===== config.mk =====
export PLATFORM = sky130hd
export DESIGN_NAME = boot_seq_ctrl
export DESIGN_NICKNAME = d
export VERILOG_FILES = /design/src/rtl/boot_seq_ctrl.sv
export SDC_FILE = /design/constraint.sdc
export NUM_CORES = 1
export LEC_CHECK = 0
export BUFFER_PORTS_ARGS = -buffer_cell sky130_fd_sc_hd__buf_4
export CORE_ASPECT_RATIO = 1.4
export CORE_MARGIN = 8
export CORE_UTILIZATION = 44
export DETAILED_ROUTE_END_ITERATION = 12
export PLACE_DENSITY_LB_ADDON = 0.08
export RECOVER_POWER = 50
export SYNTH_ARGS = -nofsm -noshare
export SYNTH_HDL_FRONTEND = slang
export SYNTH_SLANG_ARGS = --single-unit

===== constraint.sdc =====
create_clock -name clk -period 2.7 [get_ports clk]
set_clock_uncertainty 0.15 [all_clocks]
set_input_delay 0.27 -clock clk [delete_from_list [all_inputs] [get_ports clk]]
set_output_delay 0.27 -clock clk [all_outputs]
set_load 0.005 [all_outputs]

===== src/rtl/boot_seq_ctrl.sv =====
// Load/run/dump sequencer for the core's instruction and data SRAMs over one valid/ready stream.
// Optional imem readback checksum after loading is enabled by defining BOOT_SEQ_VERIFY_EN.
module boot_seq_ctrl #(
  parameter int IMEM_DEPTH = 128,
  parameter int DMEM_DEPTH = 128
) (
  input  logic        clk,
  input  logic        rst,
  input  logic        start,
  input  logic        s_valid,
  output logic        s_ready,
  input  logic [63:0] s_data,
  output logic        m_valid,
  input  logic        m_ready,
  output logic [63:0] m_data,
  output logic [63:0] addr_ext,
  output logic        wen_ext,
  output logic        ren_ext,
  output logic [31:0] wdata_ext,
  input  logic [31:0] rdata_ext,
  output logic [63:0] addr_ext_2,
  output logic        wen_ext_2,
  output logic        ren_ext_2,
  output logic [63:0] wdata_ext_2,
  input  logic [63:0] rdata_ext_2,
  output logic        cpu_enable,
  output logic        busy,
  output logic        done,
  output logic        err
);

  typedef enum logic [3:0] {
    IDLE, HDR, LOAD_I, VERIFY_RD, VERIFY_WT, LOAD_D,
    RUN, DUMP_RD, DUMP_WT, DUMP_OUT, DONE
  } state_t;

  localparam logic [15:0] IMAX = 16'(IMEM_DEPTH);
  localparam logic [15:0] DMAX = 16'(DMEM_DEPTH);

  state_t      state, nxt;
  logic [15:0] ic, dc, icnt, dcnt, wr_i, wr_d;
  logic [31:0] run_cnt;
  logic [63:0] data_q, out_q;
  logic        acc_q, wr_q, err_q, set_err, accept, hdr_ok;
  state_t      after_i;

  assign accept = s_valid && s_ready;
  assign hdr_ok = (s_data[15:0] <= IMAX) && (s_data[31:16] <= DMAX);
  assign wr_i   = icnt - 16'd1;
  assign wr_d   = dcnt - 16'd1;
  assign busy   = (state != IDLE) && (state != DONE);
  assign done   = (state == DONE);
  assign err    = err_q;

`ifdef BOOT_SEQ_VERIFY_EN
  logic [31:0] chk, rb_chk, rb_next;
  assign rb_next = {rb_chk[30:0], rb_chk[31]} ^ rdata_ext;
  assign after_i = VERIFY_RD;
`else
  logic unused_ok;
  assign unused_ok = ^rdata_ext;
  assign after_i = (dc != 16'd0) ? LOAD_D : (run_cnt != 32'd0) ? RUN : DONE;
`endif

  always_comb begin
    nxt         = state;
    set_err     = 1'b0;
    s_ready     = 1'b0;
    m_valid     = 1'b0;
    m_data      = '0;
    addr_ext    = '0;
    wen_ext     = 1'b0;
    ren_ext     = 1'b0;
    wdata_ext   = '0;
    addr_ext_2  = '0;
    wen_ext_2   = 1'b0;
    ren_ext_2   = 1'b0;
    wdata_ext_2 = '0;
    cpu_enable  = 1'b0;
    case (state)
      IDLE: if (start) nxt = HDR;
      HDR: begin
        s_ready = !acc_q;
        if (accept) begin
          if (!hdr_ok) begin
            set_err = 1'b1;
            nxt     = IDLE;
          end else if (s_data[15:0] != 16'd0)  nxt = LOAD_I;
          else if (s_data[31:16] != 16'd0)     nxt = LOAD_D;
          else if (s_data[63:32] != 32'd0)     nxt = RUN;
          else                                 nxt = DONE;
        end
      end
      // Each beat is written the cycle after acceptance; the exit happens on the final write cycle.
      LOAD_I: begin
        s_ready = !acc_q;
        if (wr_q) begin
          wen_ext   = 1'b1;
          addr_ext  = {46'd0, wr_i, 2'b00};
          wdata_ext = data_q[31:0];
          if (icnt == ic) nxt = after_i;
        end
      end
`ifdef BOOT_SEQ_VERIFY_EN
      VERIFY_RD: begin
        ren_ext  = 1'b1;
        addr_ext = {46'd0, icnt, 2'b00};
        nxt      = VERIFY_WT;
      end
      VERIFY_WT: begin
        if (icnt == ic - 16'd1) begin
          if (rb_next != chk) begin
            set_err = 1'b1;
            nxt     = DONE;
          end else begin
            nxt = (dc != 16'd0) ? LOAD_D : (run_cnt != 32'd0) ? RUN : DONE;
          end
        end else begin
          nxt = VERIFY_RD;
        end
      end
`endif
      LOAD_D: begin
        s_ready = !acc_q;
        if (wr_q) begin
          wen_ext_2   = 1'b1;
          addr_ext_2  = {45'd0, wr_d, 3'b000};
          wdata_ext_2 = data_q;
          if (dcnt == dc) nxt = (run_cnt != 32'd0) ? RUN : DUMP_RD;
        end
      end
      RUN: begin
        cpu_enable = 1'b1;
        if (run_cnt == 32'd1) nxt = (dc != 16'd0) ? DUMP_RD : DONE;
      end
      DUMP_RD: begin
        ren_ext_2  = 1'b1;
        addr_ext_2 = {45'd0, dcnt, 3'b000};
        nxt        = DUMP_WT;
      end
      DUMP_WT: nxt = DUMP_OUT;
      DUMP_OUT: begin
        m_valid = 1'b1;
        m_data  = out_q;
        if (m_ready) nxt = (dcnt == dc - 16'd1) ? DONE : DUMP_RD;
      end
      DONE: if (start) nxt = HDR;
      default: nxt = IDLE;
    endcase
  end

  always_ff @(posedge clk) begin
    if (rst) begin
      state   <= IDLE;
      ic      <= '0;
      dc      <= '0;
      icnt    <= '0;
      dcnt    <= '0;
      run_cnt <= '0;
      data_q  <= '0;
      out_q   <= '0;
      acc_q   <= 1'b0;
      wr_q    <= 1'b0;
      err_q   <= 1'b0;
`ifdef BOOT_SEQ_VERIFY_EN
      chk     <= '0;
      rb_chk  <= '0;
`endif
    end else begin
      state <= nxt;
      acc_q <= accept;
      wr_q  <= accept && ((state == LOAD_I) || (state == LOAD_D));
      if (accept) data_q <= s_data;
      if (((state == IDLE) || (state == DONE)) && start) err_q <= 1'b0;
      else if (set_err)                                  err_q <= 1'b1;
      case (state)
        HDR: if (accept) begin
          ic      <= s_data[15:0];
          dc      <= s_data[31:16];
          run_cnt <= s_data[63:32];
          icnt    <= '0;
          dcnt    <= '0;
`ifdef BOOT_SEQ_VERIFY_EN
          chk     <= '0;
          rb_chk  <= '0;
`endif
        end
        LOAD_I: begin
          if (accept) begin
            icnt <= icnt + 16'd1;
`ifdef BOOT_SEQ_VERIFY_EN
            chk  <= {chk[30:0], chk[31]} ^ s_data[31:0];
`endif
          end
          if (nxt != LOAD_I) icnt <= '0;
        end
`ifdef BOOT_SEQ_VERIFY_EN
        VERIFY_WT: begin
          icnt   <= icnt + 16'd1;
          rb_chk <= rb_next;
        end
`endif
        LOAD_D: begin
          if (accept) dcnt <= dcnt + 16'd1;
          if (nxt != LOAD_D) dcnt <= '0;
        end
        RUN:      run_cnt <= run_cnt - 32'd1;
        DUMP_WT:  out_q <= rdata_ext_2;
        DUMP_OUT: if (m_ready) dcnt <= dcnt + 16'd1;
        default: ;
      endcase
    end
  end

endmodule


# [Word-level counts from Yosys, hierarchy flattened]
# Index checks and enable logic that the tools add are counted.
[word_totals] output_inout_bits=298 regBits=231 inputBits=165
[op_classes] n_eq_ne=19 n_reduce_logical=25 order_cmp=2 addsub=6 mux=47
[ops] cell="two-way mux 64 bit" count=3
[ops] cell="two-way mux 16 bit" count=6
[ops] cell="two-way mux 32 bit" count=3
[ops] cell="two-way mux 4 bit" count=16
[ops] cell="one-hot mux 32 bit (2 select lines)" count=1
[ops] cell="nonzero test 32 bit" count=2
[ops] cell="equality test 16 bit" count=3
[ops] cell="one-hot mux 16 bit (3 select lines)" count=1
[ops] cell="nonzero test 16 bit" count=3
[ops] cell="subtractor 16 x 1 -> 16 bit (second input constant)" count=3
[ops] cell="one-hot mux 19 bit (2 select lines)" count=1
[ops] cell="two-way mux 18 bit" count=2
[ops] cell="adder 16 x 1 -> 16 bit (second input constant)" count=2
[ops] cell="equality test 32 x 1 -> 1 bit (second input constant)" count=1
[ops] cell="<= comparator 16 x 8 -> 1 bit (second input constant)" count=2
[ops] cell="one-hot mux 16 bit (2 select lines)" count=1
[ops] cell="one-hot mux 4 bit (8 select lines)" count=1
[ops] cell="subtractor 32 x 1 -> 32 bit (second input constant)" count=1
[ops] cell="two-way mux 19 bit" count=1
[ops] cell="equality test 4 x 3 -> 1 bit (second input constant)" count=3
[ops] cell="equality test 4 bit (second input constant)" count=3
[ops] cell="two-way mux 1 bit" count=11
[ops] cell="inequality test 3 x 2 -> 1 bit (second input constant)" count=2
[ops] cell="logical AND 1 bit" count=5
[ops] cell="17 further kinds" count=22

# [Depth between registers and ports, before layout]
# Gate-level depths: netlist (run 1).
[depth] depth_word=10 mapped_depth=11

# [Least setup slack after synthesis (run 1)]
# No wires, ideal clock.
[synth_path] path_type="flip-flop to flip-flop" startpoint="register icnt[8]" endpoint="register icnt[8]" setup_slack_ns=-0.029 t_arrival_ns=2.506 period_less_slack_ns=2.729 stages_incl_launch_ff=11 t_required_ns=2.477 path_buffers=2 path_cell_list="dfxtp_1 > clkbuf_1 > xnor2_1 > nand4_1 > nor4_1 > a31o_2 > o311ai_1 > a311oi_4 > buf_2 > a21oi_1 > a31oi_4"
[synth_between] elab_chain_len=7 elab_cells_between_ends=11 classes_between="add/sub: 1; eq/ne: 3; mux: 6; reduce/logical: 1"
[synth_rtl] element="start: declaration" line_no="41" source="logic [15:0] ic, dc, icnt, dcnt, wr_i, wr_d;"
[synth_rtl] element="start signal: assignment" line_no="190" source="icnt <= icnt + 16'd1;"
[synth_rtl] element="equality test 16 bit" line_no="101" source="if (icnt == ic) nxt = after_i;"
[synth_rtl] element="two-way mux 4 bit" line_no="101"
[synth_rtl] element="two-way mux 4 bit" line_no="97" source="if (wr_q) begin"
[synth_rtl] element="one-hot mux 4 bit (8 select lines)" line_no="80" source="case (state)"
[synth_rtl] element="inequality test 4 x 2 -> 1 bit" line_no="195" source="if (nxt != LOAD_I) icnt <= '0;"
[synth_rtl] element="inequality test 3 x 2 -> 1 bit (no line) or two-way mux 16 bit (tied branches)"
[synth_rtl] element="AND reduction 3 bit (no line) or one-hot mux 16 bit (2 select lines) (tied branches)"
# Parallel ways exist; a longest one is shown, timed or not. The select of a mux whose other input is x is not followed.
# A chain may end at the register's enable or synchronous reset.

# [Worst setup path in the final report (run 1)]
[layout_path] startpoint="register state[1]" endpoint="register icnt[13]"
[layout_between] elab_chain_len=9 elab_cells_between_ends=29 classes_between="eq/ne: 11; mux: 12; reduce/logical: 6"
[layout_rtl] element="start: declaration" line_no="40" source="state_t state, nxt;"
[layout_rtl] element="start signal: assignment" line_no="170" source="state <= nxt;"
[layout_rtl] element="equality test 4 x 2 -> 1 bit (tied with other cells)" line_no="80, 176"
[layout_rtl] element="OR reduction 3 bit (no line)"
[layout_rtl] element="two-way mux 1 bit"
[layout_rtl] element="logical AND 1 bit" line_no="47" source="assign accept = s_valid && s_ready;"
[layout_rtl] element="two-way mux 4 bit" line_no="84" source="if (accept) begin"
[layout_rtl] element="one-hot mux 4 bit (8 select lines)" line_no="80"
[layout_rtl] element="inequality test 4 x 2 -> 1 bit" line_no="195"
[layout_rtl] element="inequality test 3 x 2 -> 1 bit (no line) or two-way mux 16 bit (tied branches)"
[layout_rtl] element="AND reduction 3 bit (no line) or one-hot mux 16 bit (2 select lines) (tied branches)"
# Parallel ways exist; a longest one is shown, timed or not.

==> results.toml, run 1 <==
[run_status]
status = "finished, violations left"
failed_checks = "negative setup slack"

[setup_path]
path_depth = 8
worstSetupPathType = "reg2reg"
cp_num_buf_inv = 4
crit_required_ns = 2.95
cp_max_fo = 64
cp_cell_sequence = "clkbuf_2 > nor2b_4 > clkbuf_1 > and3_2 > clkbuf_4 > o32a_4 > clkbuf_16 > a31oi_4"
cp.arrival_ns = 3.18
cpMaxStageDelayCell = "clkbuf_4"
cp-start-kind = "register"
r2r_cells = 8
crit_family = "buffers and inverters"
max_stage_delay_ns = 0.67
endpoint_kind = "register"

[cts]
cts_sinks = 231
cts_root_buf = "clkbuf_16"
htreeDepth = 1
clock_latency_ns = 0.53
path_clk_slew_ns = 0.07
cts_tree = "done"
cts_buffer_depth = 3
cts_buffers = 24

[timing]
rsz0062_at_grt = "true"
hold_viol = 0
fin_crit_sh_pct = 108.4
tns_ns = -17.66
worst_pin_slew_ns = 0.9432
period_minus_slack_ns = 2.927
slew_viol_final = 0
setup_ws_ns = -0.2272
clock.fmax_mhz = 341.6
relSlewSlack_pct = 37.12
setup_viol = 144

[synthesis]
synth_top_area_share_pct = 35.23
synth_cells = 1773
yosysUniqueCellTypes = 79
yosysTopAreaCell = "dfxtp_1"
synthArstFlopShare_pct = 0
synth_compound_area_share_pct = 16.56
synth_seq_cells = 231
yosys.area_share.xor_xnor_pct = 4.404
synth_top_family_by_area = "simple AND/OR/NAND/NOR gates"
synth_edf_count = 0
ys.flop_type = "dfxtp_1"
synth-simple-area-share_pct = 32.70
ys_top_cells_by_count = "400 x nand2_1, 231 x dfxtp_1, 219 x a21oi_1"
synth_fa_ha_area_share_pct = 0.6673
synthTopCellsByArea = "dfxtp_1 35%, nand2_1 11%, a21oi_1 8.4%"
synthMuxAreaShare_pct = 0.3146
postSynthAreaPerCell_um2 = 7.403
yosysMostFrequentCell = "nand2_1"
yosysWarningCount = 0
ys_seq_area_share_pct = 35.23
syn_area_um2 = 13130

[finish]
fillers = 2507
regArea_um2 = 4671
fin_area_um2 = 20240
nets = 2561
final_layout_size_suffix_gt1_share_pct = 32.46
multiInputGateArea_um2 = 8272
area.growth.synth_to_final_pct = 54.24

[pwr]
power_density_nw_per_um2 = 404.6
p_leak_nw = 8.887
vdd_drop_max_mv = 0.4283

[routing]
wl_per_cell_um = 18.63
post-route-drc-count = 0
totalWireLength_mm = 52.08
ant_nets = 0
vias_per_cell = 5.346
first_pass_iters = 5
num_vias = 14941
drt_iter0_drc = 870

[global_routing]
grt_max_degree = 78
antenna_found_initial = 1
grt-ovfl-total = 0
grt_pass1_wl_mm = 79.15
grt_pass1_vias = 14903
grt.total_usage_pct = 27.30

[placed_design]
io_buffers = 333
placed_area_um2 = 16980
hpwl_mm = 35.30
place_congestion = 0.8958

[floorplanning]
die_x_um = 162.0
core_region_area_um2 = 29650
start_util_pct = 44.26
dieArea_um2 = 35690
fp.dieH_um = 220.4
io_pins = 463
rows = 75

[hold_path]
hold_depth = 4
hold_path.class = "in2reg"

[run]
maxCapViolCount = 0
==> cell families (layout without fill, tap and decap cells) <==
kind of cell | Yosys count | count (layout)
flip-flops | 231 | 231
buffers and inverters | 245 | 782
AO/OA/AOI/OAI | 351 | 351
XOR/XNOR | 66 | 66
AND/OR/NAND/NOR | 868 | 868
multiplexers | 4 | 4
other | 1 | 101
adder cells (fa/ha/maj) | 7 | 7
==> layout make-up <==
cell class / instances / area share [%]
clock buffer: 40 / 3.764
clock inverter: 3 / 0.07417
antenna: 4 / 0.04944
sequential: 231 / 23.07
tap: 385 / 2.379
inverter: 17 / 0.3832
multi-input combinational: 1393 / 40.86
timing repair buffer: 722 / 29.42
==> layer usage <==
layer	vias to the layer above	track usage, %	share of wire, %
li1	7126	-	-
met1	7130	31.52	39
met2	551	47.57	50
met3	134	5.194	6.3
met4	0	13.71	4.6
met5	-	0	0
==> state kept, by name (all words and copies together), names as in the netlist <==
name / flops
acc_q: 1
err: 1
dcnt: 16
run_cnt: 32
state: 4
data_q: 64
out_q: 64
ic: 16
icnt: 16
wr_q: 1
dc: 16
==> worst register-to-register path, cell delays in order, from the launching register on <==
cell and delay [ns]:
dfxtp_1 0.37, clkbuf_2 0.20, nor2b_4 0.20, clkbuf_1 0.32
and3_2 0.28, clkbuf_4 0.67, o32a_4 0.33, clkbuf_16 0.19
a31oi_4 0.09
==> placed cells by master (no fill, tap or decap), drive strengths merged, types with 7 or more instances in the layout <==
cell / netlist / routed
a31oi: 24 / 24
nand4: 21 / 21
ha: 7 / 7
nor4: 41 / 41
or4: 9 / 9
and2: 70 / 70
nand2b: 7 / 7
a22oi: 7 / 7
conb: 1 / 97
nand2: 401 / 401
buf: 115 / 577
xnor2: 46 / 46
nand3: 31 / 31
nor2: 90 / 90
or3: 22 / 22
nor2b: 11 / 11
inv: 14 / 15
a21oi: 219 / 219
dlygate4sd3: 0 / 131
clkbuf: 112 / 54
o31ai: 7 / 7
o21ai: 37 / 37
and3: 112 / 112
o211ai: 12 / 12
xor2: 20 / 20
dfxtp: 231 / 231
nor3: 31 / 31
==> where the power goes <==
part           total, mW  switching (mW)  internal [mW]
Sequential          3.55          0.0679           3.48
Clock               3.28            1.37           1.91
Combinational       1.36           0.663          0.699
Total               8.19            2.10           6.09
==> metrics by stage <==
| stage | setup slack, ns | utilization (%) | hold slack, ns | cells | total power [mW] |
|---|---|---|---|---|---|
| floorplan | 0.01601 | - | 0.2298 | 1869 | 4.249 |
| global placement | -0.6816 | 57.26 | 0.2869 | 2580 | 4.698 |
| detailed placement | -0.7374 | 57.26 | 0.2921 | 2580 | 4.711 |
| CTS | -0.3266 | 66.91 | 0.05493 | 2781 | 8.226 |
| global route | -0.3642 | 68.24 | 0.1193 | 2792 | 8.527 |
| finish | -0.2272 | 68.27 | 0.1058 | 2795 | 8.190 |
==> timing repair <==
| item | in CTS | in global routing |
|---|---|---|
| pin swaps | 52 | 56 |
| gates resized for setup | 126 | 88 |
| hold buffers | 131 | 0 |
| hold endpoints to repair | 190 | 0 |
| buffers inserted | 29 | 14 |
| cloned | 4 | 3 |
| endpoints found under the setup margin | 119 | 98 |
==> worst paths after layout <==
| path | start | end | slack (ns) |
|---|---|---|---|
| hold / removal | s_valid | data_q[5]$_SDFFE_PP0P_ | 0.11 |
| setup / recovery | state[1]$_SDFF_PP0_ | icnt[13]$_SDFFE_PP0P_ | -0.23 |
| setup reg to reg | state[1]$_SDFF_PP0_ | icnt[13]$_SDFFE_PP0P_ | -0.23 |
| hold reg to reg | out_q[26]$_SDFFE_PP0P_ | out_q[26]$_SDFFE_PP0P_ | 0.30 |
Power figures use the tool's default switching activity.
==> run 2: changes to the inputs <==
--- a/config.mk
+++ b/config.mk
@@ -5,6 +5,7 @@
 export SDC_FILE = /design/constraint.sdc
 export NUM_CORES = 1
 export LEC_CHECK = 0
+export ABC_AREA = 1
 export BUFFER_PORTS_ARGS = -buffer_cell sky130_fd_sc_hd__buf_4
 export CORE_ASPECT_RATIO = 1.4
 export CORE_MARGIN = 8
==> results.toml, run 2 <==
[timing]
worst_pin_slew_ns = 0.7865
setup_viol = 0
fin_crit_sh_pct = 99.47
clock.fmax_mhz = 372.4
rsz0062_at_grt = "true"
hold_viol = 0
setup_ws_ns = 0.01437
holdWs_ns = 0.02222
slew_viol_final = 0
period_minus_slack_ns = 2.686
tns_ns = 0
relSlewSlack_pct = 47.57

[cts]
cts_buffer_depth = 3
cts_root_buf = "clkbuf_16"
cts_sinks = 231
cts_buffers = 25
cts_tree = "done"
htreeDepth = 1
path_clk_slew_ns = 0.06
clock_latency_ns = 0.54

[finish]
fin_area_um2 = 19570
top_regs = "data_q x64, out_q x64, run_cnt x32"
nets = 2892
layout_common_cells = "444 x buf_4, 390 x nand2_1, 374 x nor2_1, 245 x inv_1, 215 x dfxtp_1"
fillers = 2963
layout_commonest_cell = "buf_4"
area.growth.synth_to_final_pct = 40.89
final_layout_size_suffix_gt1_share_pct = 24.03

[synthesis]
ys_top_cells_by_count = "410 x nand2_1, 400 x nor2_1, 259 x inv_1"
yosysUniqueCellTypes = 50
yosysMostFrequentCell = "nand2_1"
yosysWarningCount = 0
synth_compound_area_share_pct = 17.49
synth_cells = 2225
synth_top_family_by_area = "simple AND/OR/NAND/NOR gates"
syn_area_um2 = 13890
synthArstFlopShare_pct = 0
synthMuxAreaShare_pct = 0
postSynthAreaPerCell_um2 = 6.244
synth_edf_count = 0
yosysTopAreaCell = "dfxtp_1"
synthTopCellsByArea = "dfxtp_1 33%, nand2_1 11%, nor2_1 11%"
yosys.area_share.xor_xnor_pct = 3.080
synth-simple-area-share_pct = 28.80
synth_seq_cells = 231
ys.flop_type = "dfxtp_1"
synth_fa_ha_area_share_pct = 0.6305
ys_seq_area_share_pct = 33.29
synth_top_area_share_pct = 33.29

[routing]
ant_nets = 0
wl_per_cell_um = 15.80
vias_per_cell = 4.916
num_vias = 15406
totalWireLength_mm = 49.53
first_pass_iters = 5
drt_iter0_drc = 779
post-route-drc-count = 0

[setup_path]
cp_cell_sequence = "inv_2 > ha_4 > nand3_4 > nor2_4 > buf_4 > nand2_1 > xor2_1 > nand2_1 > nor2_2 > nand2_1 > nand2_2 > nand3_2 > nor2_4 > nand3_2 > nand2_4 > clkbuf_16 > nand2_2 > nand2_1 > nor2_1"
cpMaxStageDelayCell = "dfxtp_2"
endpoint_kind = "register"
cp_common_cell = "nand2_1"
cp.arrival_ns = 2.98
max_stage_delay_ns = 0.32
cp_num_buf_inv = 3
cp-start-kind = "register"
crit_required_ns = 2.99
crit_family = "simple AND/OR/NAND/NOR gates"
cp_max_fo = 7
worstSetupPathType = "reg2reg"

[pwr]
vdd_drop_max_mv = 0.5254
p_leak_nw = 9.045
seqPwrFrac_pct = 40.8
clockPowerShare_pct = 39.7
p_comb_share_pct = 19.5
netSwitchingFraction_pct = 28.51
power_density_nw_per_um2 = 451.4
p_int_mw = 6.316
p_switching_mw = 2.519

[floorplanning]
rows = 77
io_pins = 463
dieArea_um2 = 37600
fp.dieH_um = 226.2
core_region_area_um2 = 31310
start_util_pct = 44.37
die_x_um = 166.2

[run_status]
status = "completed"

[global_routing]
antenna_found_initial = 1
grt.total_usage_pct = 24.81
grt_max_degree = 73
grt-ovfl-total = 0
grt_pass1_vias = 15182
grt_pass1_wl_mm = 77.49

[placed_design]
hpwl_mm = 36.21
place_congestion = 0.9139
io_buffers = 333
place_ws_ns = -0.004916
placed_area_um2 = 16870

[run]
maxCapViolCount = 0

[hold_path]
hold_path.class = "in2reg"
[run 2: changes by cell type in the layout (fill, tap and decap cells not counted), sizes merged, moves of 22 or more]
cell,previous run,this run
o21ai,37,213
nor4,41,7
inv,15,288
and2,70,0
and3,112,1
nor2,90,411
buf,577,458
or3,22,0
xnor2,46,16
nand3,31,75
[run 2: per-layer routing]
metal  share of wire, %  vias up  global-route usage, %
met2                 51      489                  46.89
li1                   -     7805                      -
met1                 38     7044                  26.15
met4                3.0        0                  8.466
met3                7.3       68                  6.699
met5                  0        -                      0
[run 2: per-stage QoR]
stage / total power [mW] / util, % / instances
floorplan: 4.678 / - / 2321
global placement: 5.078 / 53.87 / 2933
detailed placement: 5.098 / 53.87 / 2933
CTS: 8.810 / 61.17 / 3117
global route: 9.276 / 62.51 / 3134
finish: 8.835 / 62.51 / 3134
[run 2: cell type report]
cell class	count	area, um2	share of cell area (%)
Clock buffer	36	757.0	3.868
Timing Repair Buffer	588	4871	24.89
Antenna cell	1	2.502	0.01279
Clock inverter	9	73.82	0.3772
Tap cell	395	494.2	2.525
Sequential cell	231	4654	23.78
Inverter	287	1095	5.594
Multi-Input combinational cell	1587	7625	38.96
[run 2: power by group through the flow]
stage               Clock, mW  Sequential, mW  Combinational, mW
global placement            0            3.68               1.40
global route             3.74            3.62               1.92
finish                   3.50            3.61               1.72
CTS                      3.59            3.60               1.62
detailed placement          0            3.68               1.42
floorplan                   0            3.66               1.02
[run 2: what timing repair did]
action                                  4_1_cts  5_1_grt
hold buffers                                126        0
pin swaps                                     8       30
setup buffers                                13       13
endpoints found under the hold margin       185        0
gates resized for setup                      35       92
gates cloned                                  0        3
endpoints found under the setup margin       98       76
[run 2: final timing paths]
kind                                from                      to  cells past startpoint  slack [ns]
setup / recovery      dc[1]$_SDFFE_PP0P_    icnt[9]$_SDFFE_PP0P_                     19        0.01
hold / removal            rdata_ext_2[2]   out_q[2]$_SDFFE_PP0P_                      3        0.02
setup reg to reg      dc[1]$_SDFFE_PP0P_    icnt[9]$_SDFFE_PP0P_                     19        0.01
hold reg to reg   out_q[48]$_SDFFE_PP0P_  out_q[48]$_SDFFE_PP0P_                      2        0.30
[run 2: cells by family after synthesis]
group,count (synthesis)
simple gates,968
flops,231
xor+xnor,48
compound gates,467
other cells,1
buf+inv,503
fa+ha+maj,7
[run 2: worst min-delay path: cells and delay by family]
kind / cells / cell delay [ns]
AOI/OAI and AO/OA: 2 / 0.32
buffers and inverters: 1 / 0.08
